<file path="src/rtl/perfect_classifier_if.sv">
// Handshake and result bundle for the perfect-number classifier.
// The master drives go/x; the slave (classifier) drives status and results.
interface perfect_classifier_if #(
  parameter int WIDTH = 16
);
  logic             go;
  logic [WIDTH-1:0] x;
  logic             busy;
  logic             done;
  logic [1:0]       cls;
  logic [WIDTH-1:0] sum_out;
  logic             sat;

  modport master (
    output go, x,
    input  busy, done, cls, sum_out, sat
  );

  modport slave (
    input  go, x,
    output busy, done, cls, sum_out, sat
  );
endinterface

</file>
<file path="src/rtl/perfect_classifier.sv">
// Classifies n as deficient/perfect/abundant by summing its proper divisors,
// testing each candidate i in 1..floor(n/2) with a restoring shift-subtract divider.
module perfect_classifier #(
  parameter int WIDTH = 16
) (
  input logic                 clk,
  input logic                 clr,
  perfect_classifier_if.slave bus
);
  localparam int CW = $clog2(WIDTH);

  typedef enum logic [2:0] {
    IDLE,
    INIT,
    DIV_LOAD,
    DIV_STEP,
    ACC,
    CLASSIFY,
    DONE
  } state_t;

  state_t           r_state;
  logic [WIDTH-1:0] r_n;
  logic [WIDTH-1:0] r_m;
  logic [WIDTH-1:0] r_i;
  logic [WIDTH-1:0] r_sum;
  logic             r_satAcc;
  logic [WIDTH-1:0] r_rem;
  logic [WIDTH-1:0] r_dvd;
  logic [CW-1:0]    r_bitCnt;
  logic [1:0]       r_cls;
  logic [WIDTH-1:0] r_sumOut;
  logic             r_sat;
  logic             r_busy;
  logic             r_done;

  logic [WIDTH:0]   w_shift;
  logic [WIDTH-1:0] w_diff;
  logic             w_noBorrow;
  logic [WIDTH:0]   w_sumAdd;
  logic [WIDTH-1:0] w_iNext;

  // The remainder is always below i <= 2^(WIDTH-1), so the low WIDTH bits of the
  // difference are exact whenever no borrow occurs.
  assign w_shift    = {r_rem, r_dvd[WIDTH-1]};
  assign w_noBorrow = (w_shift >= {1'b0, r_i});
  assign w_diff     = w_shift[WIDTH-1:0] - r_i;
  assign w_sumAdd   = {1'b0, r_sum} + {1'b0, r_i};
  assign w_iNext    = r_i + WIDTH'(1);

  always_ff @(posedge clk or posedge clr) begin
    if (clr) begin
      r_state  <= IDLE;
      r_n      <= '0;
      r_m      <= '0;
      r_i      <= '0;
      r_sum    <= '0;
      r_satAcc <= 1'b0;
      r_rem    <= '0;
      r_dvd    <= '0;
      r_bitCnt <= '0;
      r_cls    <= 2'b00;
      r_sumOut <= '0;
      r_sat    <= 1'b0;
      r_busy   <= 1'b0;
      r_done   <= 1'b0;
    end else begin
      case (r_state)
        IDLE: begin
          if (bus.go) begin
            r_n     <= bus.x;
            r_busy  <= 1'b1;
            r_state <= INIT;
          end
        end
        INIT: begin
          r_sum    <= '0;
          r_i      <= WIDTH'(1);
          r_satAcc <= 1'b0;
          r_m      <= {1'b0, r_n[WIDTH-1:1]};
          r_state  <= (r_n[WIDTH-1:1] != '0) ? DIV_LOAD : CLASSIFY;
        end
        DIV_LOAD: begin
          r_dvd    <= r_n;
          r_rem    <= '0;
          r_bitCnt <= CW'(WIDTH - 1);
          r_state  <= DIV_STEP;
        end
        DIV_STEP: begin
          r_rem <= w_noBorrow ? w_diff : w_shift[WIDTH-1:0];
          r_dvd <= {r_dvd[WIDTH-2:0], 1'b0};
          if (r_bitCnt == '0) begin
            r_state <= ACC;
          end else begin
            r_bitCnt <= r_bitCnt - CW'(1);
          end
        end
        ACC: begin
          if (r_rem == '0) begin
            if (w_sumAdd[WIDTH]) begin
              r_sum    <= '1;
              r_satAcc <= 1'b1;
            end else begin
              r_sum <= w_sumAdd[WIDTH-1:0];
            end
          end
          r_i     <= w_iNext;
          r_state <= (w_iNext <= r_m) ? DIV_LOAD : CLASSIFY;
        end
        CLASSIFY: begin
          // Zero has an empty divisor sum equal to itself but is not perfect.
          if (r_satAcc || (r_sum > r_n)) begin
            r_cls <= 2'b10;
          end else if ((r_sum == r_n) && (r_n != '0)) begin
            r_cls <= 2'b01;
          end else begin
            r_cls <= 2'b00;
          end
          r_sumOut <= r_sum;
          r_sat    <= r_satAcc;
          r_busy   <= 1'b0;
          r_done   <= 1'b1;
          r_state  <= DONE;
        end
        DONE: begin
          if (!bus.go) begin
            r_done  <= 1'b0;
            r_state <= IDLE;
          end
        end
        default: begin
          r_state <= IDLE;
        end
      endcase
    end
  end

  assign bus.busy    = r_busy;
  assign bus.done    = r_done;
  assign bus.cls     = r_cls;
  assign bus.sum_out = r_sumOut;
  assign bus.sat     = r_sat;
endmodule

</file>
<file path="src/flat_wrapper.sv">
// flat-port wrapper written by rule: the top's interface ports become plain ports
module perfect_classifier_flat 
#(
  parameter int WIDTH = 16
)
  (clk, clr, bus_go, bus_x, bus_busy, bus_done, bus_cls, bus_sum_out, bus_sat);
  perfect_classifier_if #(.WIDTH(WIDTH)) bus_i ();
  input logic clk;
  input logic clr;
  input wire logic [$bits(bus_i.go)-1:0] bus_go;
  input wire logic [$bits(bus_i.x)-1:0] bus_x;
  output wire logic [$bits(bus_i.busy)-1:0] bus_busy;
  output wire logic [$bits(bus_i.done)-1:0] bus_done;
  output wire logic [$bits(bus_i.cls)-1:0] bus_cls;
  output wire logic [$bits(bus_i.sum_out)-1:0] bus_sum_out;
  output wire logic [$bits(bus_i.sat)-1:0] bus_sat;
  assign bus_i.go = bus_go;
  assign bus_i.x = bus_x;
  assign bus_busy = bus_i.busy;
  assign bus_done = bus_i.done;
  assign bus_cls = bus_i.cls;
  assign bus_sum_out = bus_i.sum_out;
  assign bus_sat = bus_i.sat;
  perfect_classifier #(.WIDTH(WIDTH)) u_core (.clk(clk), .clr(clr), .bus(bus_i));
endmodule
</file>
<file path="config.mk">
export PLATFORM = sky130hd
export DESIGN_NAME = perfect_classifier_flat
export DESIGN_NICKNAME = d
export VERILOG_FILES = /design/src/rtl/perfect_classifier_if.sv /design/src/rtl/perfect_classifier.sv /design/src/flat_wrapper.sv
export SDC_FILE = /design/constraint.sdc
export NUM_CORES = 1
export LEC_CHECK = 0
export CORE_MARGIN = 2
export CORE_UTILIZATION = 45
export CTS_BUF_LIST = sky130_fd_sc_hd__clkbuf_4
export DETAILED_ROUTE_END_ITERATION = 10
export GPL_ROUTABILITY_DRIVEN = 1
export HOLD_SLACK_MARGIN = 0.05
export PLACE_DENSITY_LB_ADDON = 0.05
export SYNTH_ARGS = -nofsm -noshare
export SYNTH_HDL_FRONTEND = slang
export SYNTH_SLANG_ARGS = --single-unit
</file>
<file path="constraint.sdc">
create_clock -name clk -period 8.9 [get_ports clk]
set_input_delay 1.78 -clock clk [delete_from_list [all_inputs] [get_ports clk]]
set_output_delay 1.78 -clock clk [all_outputs]
set_load 0.02 [all_outputs]
</file>
; Word-level counts from Yosys, hierarchy flattened
; Cells that the tools add are included.
[word_totals]
inputBits = 19
word_cells = 76
out_inout_bits = 21
reg_bits = 124
[op_classes]
n_addsub = 4
magnitude_cmp = 3
muxes = 24
n_reduce_logical = 18
n_eq_ne = 13
[op_table]
columns = cell, n
row1 = 16-bit one-hot mux with 2 select lines, 4
row2 = 16-bit 2-to-1 mux, 3
row3 = 3-bit one-hot mux with 7 select lines, 1
row4 = 16-bit by 16-bit adder with 17-bit output, 1
row5 = 17-bit by 16-bit >= comparator with 1-bit output, 1
row6 = 16-bit by 1-bit adder with 16-bit output (second input constant), 1
row7 = 16-bit equality test, 1
row8 = 16-bit > comparator, 1
row9 = 16-bit by 15-bit <= comparator with 1-bit output, 1
row10 = 16-bit zero test, 1
row11 = 16-bit nonzero test, 1
row12 = 16-bit subtractor, 1
row13 = 3-bit 2-to-1 mux, 5
row14 = 15-bit nonzero test, 1
row15 = 2-bit AND reduction, 5
row16 = 3-bit equality test (second input constant), 3
row17 = 4-bit one-hot mux with 2 select lines, 1
row18 = 2-bit nonzero test, 4
row19 = 3-bit by 2-bit equality test with 1-bit output (second input constant), 2
row20 = 2-bit by 1-bit inequality test with 1-bit output (second input constant), 3
row21 = 2-bit inequality test (second input constant), 3
row22 = 1-bit one-hot mux with 2 select lines, 3
row23 = 3-bit AND reduction, 2
row24 = 1-bit 2-to-1 mux, 5
row25 = other kinds (8), 8

; Depth between registers and ports, before layout
[depth]
word_depth = 4
mapped_depth = 14
ltp_nobuf = 13

; Worst setup path before layout
; Ideal clock, no wire load.
[synth_timing]
path_type = reg-to-reg
start = reg u_core.r_i[0]
end = reg u_core.r_sum[3]
t_required_ps = 8823
t_arrival_ps = 2595
setup_time_ps = 77
stages_incl_launch_ff = 13
path_buffers = 1
slack_ps = 6227
synth_period_minus_slack_ps = 2673
path_cell_list = dfrtp_1 > ha_1 > inv_1 > fa_1 > nor2b_4 > o31a_1 > o31ai_4 > a211oi_2 > a2111oi_4 > o31ai_1 > nor2_2 > buf_4 > a21oi_1
[synth_between]
elab_chain_len = 4
[synth_lines]
columns = element, line_no
row1 = start: declaration, perfect_classifier.sv:25  ; logic [WIDTH-1:0] r_i;
row2 = start signal: assignment, perfect_classifier.sv:107  ; r_i <= w_iNext;
row3 = 16-bit by 16-bit adder with 17-bit output, perfect_classifier.sv:48  ; assign w_sumAdd = {1'b0, r_sum} + {1'b0, r_i};
row4 = 16-bit 2-to-1 mux, perfect_classifier.sv:100  ; if (w_sumAdd[WIDTH]) begin
row5 = 16-bit 2-to-1 mux, perfect_classifier.sv:99  ; if (r_rem == '0) begin
row6 = 16-bit one-hot mux with 2 select lines, perfect_classifier.sv:68  ; case (r_state)
row7 = end signal: assignment, perfect_classifier.sv:104  ; r_sum <= w_sumAdd[WIDTH-1:0];
row8 = end: declaration, perfect_classifier.sv:26  ; logic [WIDTH-1:0] r_sum;
; No other way between the ends. The select of a mux whose other input is x is not followed.
; A chain may end at the register's enable or synchronous reset.

; Final worst setup path
[layout_timing]
start = reg u_core.r_i[7]
end = reg u_core.r_rem[4]
[layout_between]
elab_chain_len = 3
[layout_lines]
columns = element, line_no
row1 = 17-bit by 16-bit >= comparator with 1-bit output, perfect_classifier.sv:46  ; assign w_noBorrow = (w_shift >= {1'b0, r_i});
row2 = 16-bit 2-to-1 mux, perfect_classifier.sv:90  ; r_rem <= w_noBorrow ? w_diff : w_shift[WIDTH-1:0];
row3 = 16-bit one-hot mux with 2 select lines, perfect_classifier.sv:68
row4 = end signal: assignment, perfect_classifier.sv:90
row5 = end: declaration, perfect_classifier.sv:28  ; logic [WIDTH-1:0] r_rem;
; No other way between the ends.

==> reports/results.tsv <==
metric	value	unit
synthAdderAreaFrac	11.2	%
num_vias	6161	
synth_simple_gate_area_share	14.6	%
fp.dieH	134	microns
start_util	45.9	%
synth_area_leader_cell	dfrtp_1	
avgRoutedWirePerCell	18.4	microns
ir_worst_vdd	0.000203	V
busiest_layer	met2	
synth_area_leaders	dfrtp_1, ha_1, o21ai_0, nand2_1, a21oi_1	
cp_max_fo	26	
end_kind	flop	
worstSetupPathType	reg -> reg	
routabilityCongestion	0.849	
antenna_found_initial	0	
syn_area	0.00761	sq mm
fmax	298	MHz
area_growth_syn_to_layout	12.0	%
rsz0062_at_grt	no	
synth-xor-area-share	3.80	%
core_area	0.0166	sq mm
synth_compound_area_share	19.7	%
placementRows	47	
cts_tree	yes	
hold_violations	0	
worstReg2RegStart	u_core.r_i[7]	
pin_count	40	
finalSetupViolations	0	
clk_pin_slew	0.11	ns
syn_inst	820	
first_iter_violations	497	
grt_usage	23.3	%
globalRouteMet3Util	4.72	%
finalCritPeriodShare	37.7	%
ys_seq_elements	124	
ys.warnings.count	0	
cts_resized	0	
post_cts_buffers	0	
r2r_slack	5.54	ns
reg2reg_depth	10	
synth-seq-area-share	40.8	%
grt-ovfl-total	0	
nets	938	
synth_nets	906	
antenna_cells	0	
grtUsageMet1	32.9	%
slew_viol_final	0	
htreeDepth	4	
p_leak	3.93	nW
clkSinkCount	124	
root_buffer	clkbuf_4	
tns	0	ns
clk_latency	0.54	ns
portBuffers	39	
startpoint	u_core.r_i[7]	
antenna_left	0	
grt_max_degree	71	
final_layout_size_suffix_gt1_share	8.09	%
synth_cell_types	59	
grt_pass1_wl	32700	microns
worstPathRequired	9.30	ns
worst_pin_slew	1.10	ns
wl	19900	microns
whs	0.495	ns
async_flop_share	100	%
drc	0	
fin_skew	0.0171	ns
die-area	0.0180	sq mm
max-slew-margin-rel	26.4	%
fp.dieW	134	microns
critPathCapture	u_core.r_rem[4]	
dpl.hpwl	14700	microns
first_global_vias	6065	
hold_buffers	0	
power.density	329	mW/mm^2
status	finished clean	
synth_most_common_cell	dfrtp_1	
yosys-top-cells-count	dfrtp_1, nand2_1, o21ai_0, ha_1, a21oi_1	
synth_top_area_share	40.8	%
synth_edf_count	0	
arrival	3.76	ns
holdPathStages	2	
min_path_type	reg -> reg	
viasPerCell	5.68	
synth_ff_type	dfrtp_1	
fin_crit	3.36	ns
synthMuxAreaShare	5.28	%
r2r-end	u_core.r_rem[4]	
dr.pass1.iters	7	
maxCapViolations	0	
crit_path_start_kind	flop	
met2_usage	36.5	%
cts.path.max_buffers	2	
cts_buffers	17	
synth_top_family_by_area	compound AO/OA/AOI/OAI gates	
syn_avg_cell_area	9.28	sq um
## layout by cell type (no fill, tap or decap), types with 5 or more instances in the layout
cell type	n
nand2b_1	6
o21a_1	11
o31ai_1	8
o21ai_0	80
nor2b_1	12
nor4_1	11
mux2_2	17
nand4_1	11
o311ai_0	8
mux2i_1	21
nor3_1	12
buf_4	7
or3_1	5
ha_1	65
inv_1	58
a21oi_1	60
xnor2_1	26
nor2_1	25
dfrtp_1	124
nand2_1	95
a31oi_1	6
a22o_1	10
clkbuf_4	20
and3_1	8
a21o_1	17
xor2_1	7
clkdlybuf4s50_1	39
nand3_1	27
## worst max-delay path: stages (launching register included)
cell       delay (ns)
dfrtp_1          0.46
inv_1            0.14
ha_1             0.36
a211oi_1         0.25
nand2_1          0.11
a21o_1           0.20
o2111ai_1        0.24
a31oi_1          0.18
o21ai_2          0.90
mux2i_1          0.27
o21ai_0          0.10
## kinds of logic (layout without fill, tap and decap cells)
group	count (synthesis)	in the layout
AO/OA/AOI/OAI	235	235
buffers and inverters	92	137
AND/OR/NAND/NOR	231	231
flip-flops	124	124
adder cells (fa/ha/maj)	67	67
multiplexers	38	38
XOR/XNOR	33	33
## through the flow
stage / total power, mW / util [%] / worst slack [ns] / instances / area (sq um)
final: 2.80 / 51.4 / 5.54 / 1085 / 8530
after global routing: 3.04 / 51.4 / 5.27 / 1085 / 8530
after CTS: 2.81 / 51.4 / 5.51 / 1085 / 8530
after detailed placement: 2.36 / 49.5 / 5.15 / 1053 / 8200
after global placement: 2.30 / 49.5 / 5.17 / 1053 / 8200
after floorplan: 1.93 / - / 3.82 / 820 / 7610
## worst min-delay path by stage
stage / startpoint / endpoint / slack (ns)
floorplan: u_core.r_dvd[0] / u_core.r_dvd[0] / 0.45
global placement: u_core.r_dvd[1] / u_core.r_dvd[1] / 0.46
detailed placement: u_core.bus.cls[0] / u_core.bus.cls[0] / 0.47
CTS: u_core.r_dvd[0] / u_core.r_dvd[0] / 0.50
global route: u_core.r_dvd[3] / u_core.r_dvd[3] / 0.52
finish: u_core.bus.cls[0] / u_core.bus.cls[0] / 0.50
## report_power, final
part           internal [mW]  switching [mW]  total [mW]
Sequential             0.765           0.218       0.984
Clock                  0.231           0.222       0.453
Combinational          0.569           0.795        1.36
Total                   1.57            1.24        2.80
## cell type report
class | instances | area, sq um
Timing Repair Buffer | 46 | 443
Sequential cell | 124 | 3100
Fill cell | 1566 | 8060
Multi-Input combinational cell | 604 | 4160
Clock inverter | 12 | 171
Inverter | 59 | 224
Tap cell | 220 | 275
Clock buffer | 20 | 150
## layer usage
| metal | up-vias | wire (microns) |
|---|---|---|
| met3 | 21 | 772 |
| met2 | 143 | 9210 |
| met4 | 0 | 431 |
| met5 | - | 0 |
| li1 | 3006 | - |
| met1 | 2991 | 9530 |
## registers in the layout (all words and copies together) (netlist names), 3 cells and up
register	count
u_core.bus.sum_out	16
u_core.r_dvd	16
u_core.r_i	16
u_core.r_n	16
u_core.r_rem	16
u_core.r_sum	16
u_core.r_m	15
u_core.r_bitCnt	4
u_core.r_state	3
No activity file was read; power rests on OpenSTA's default activity.
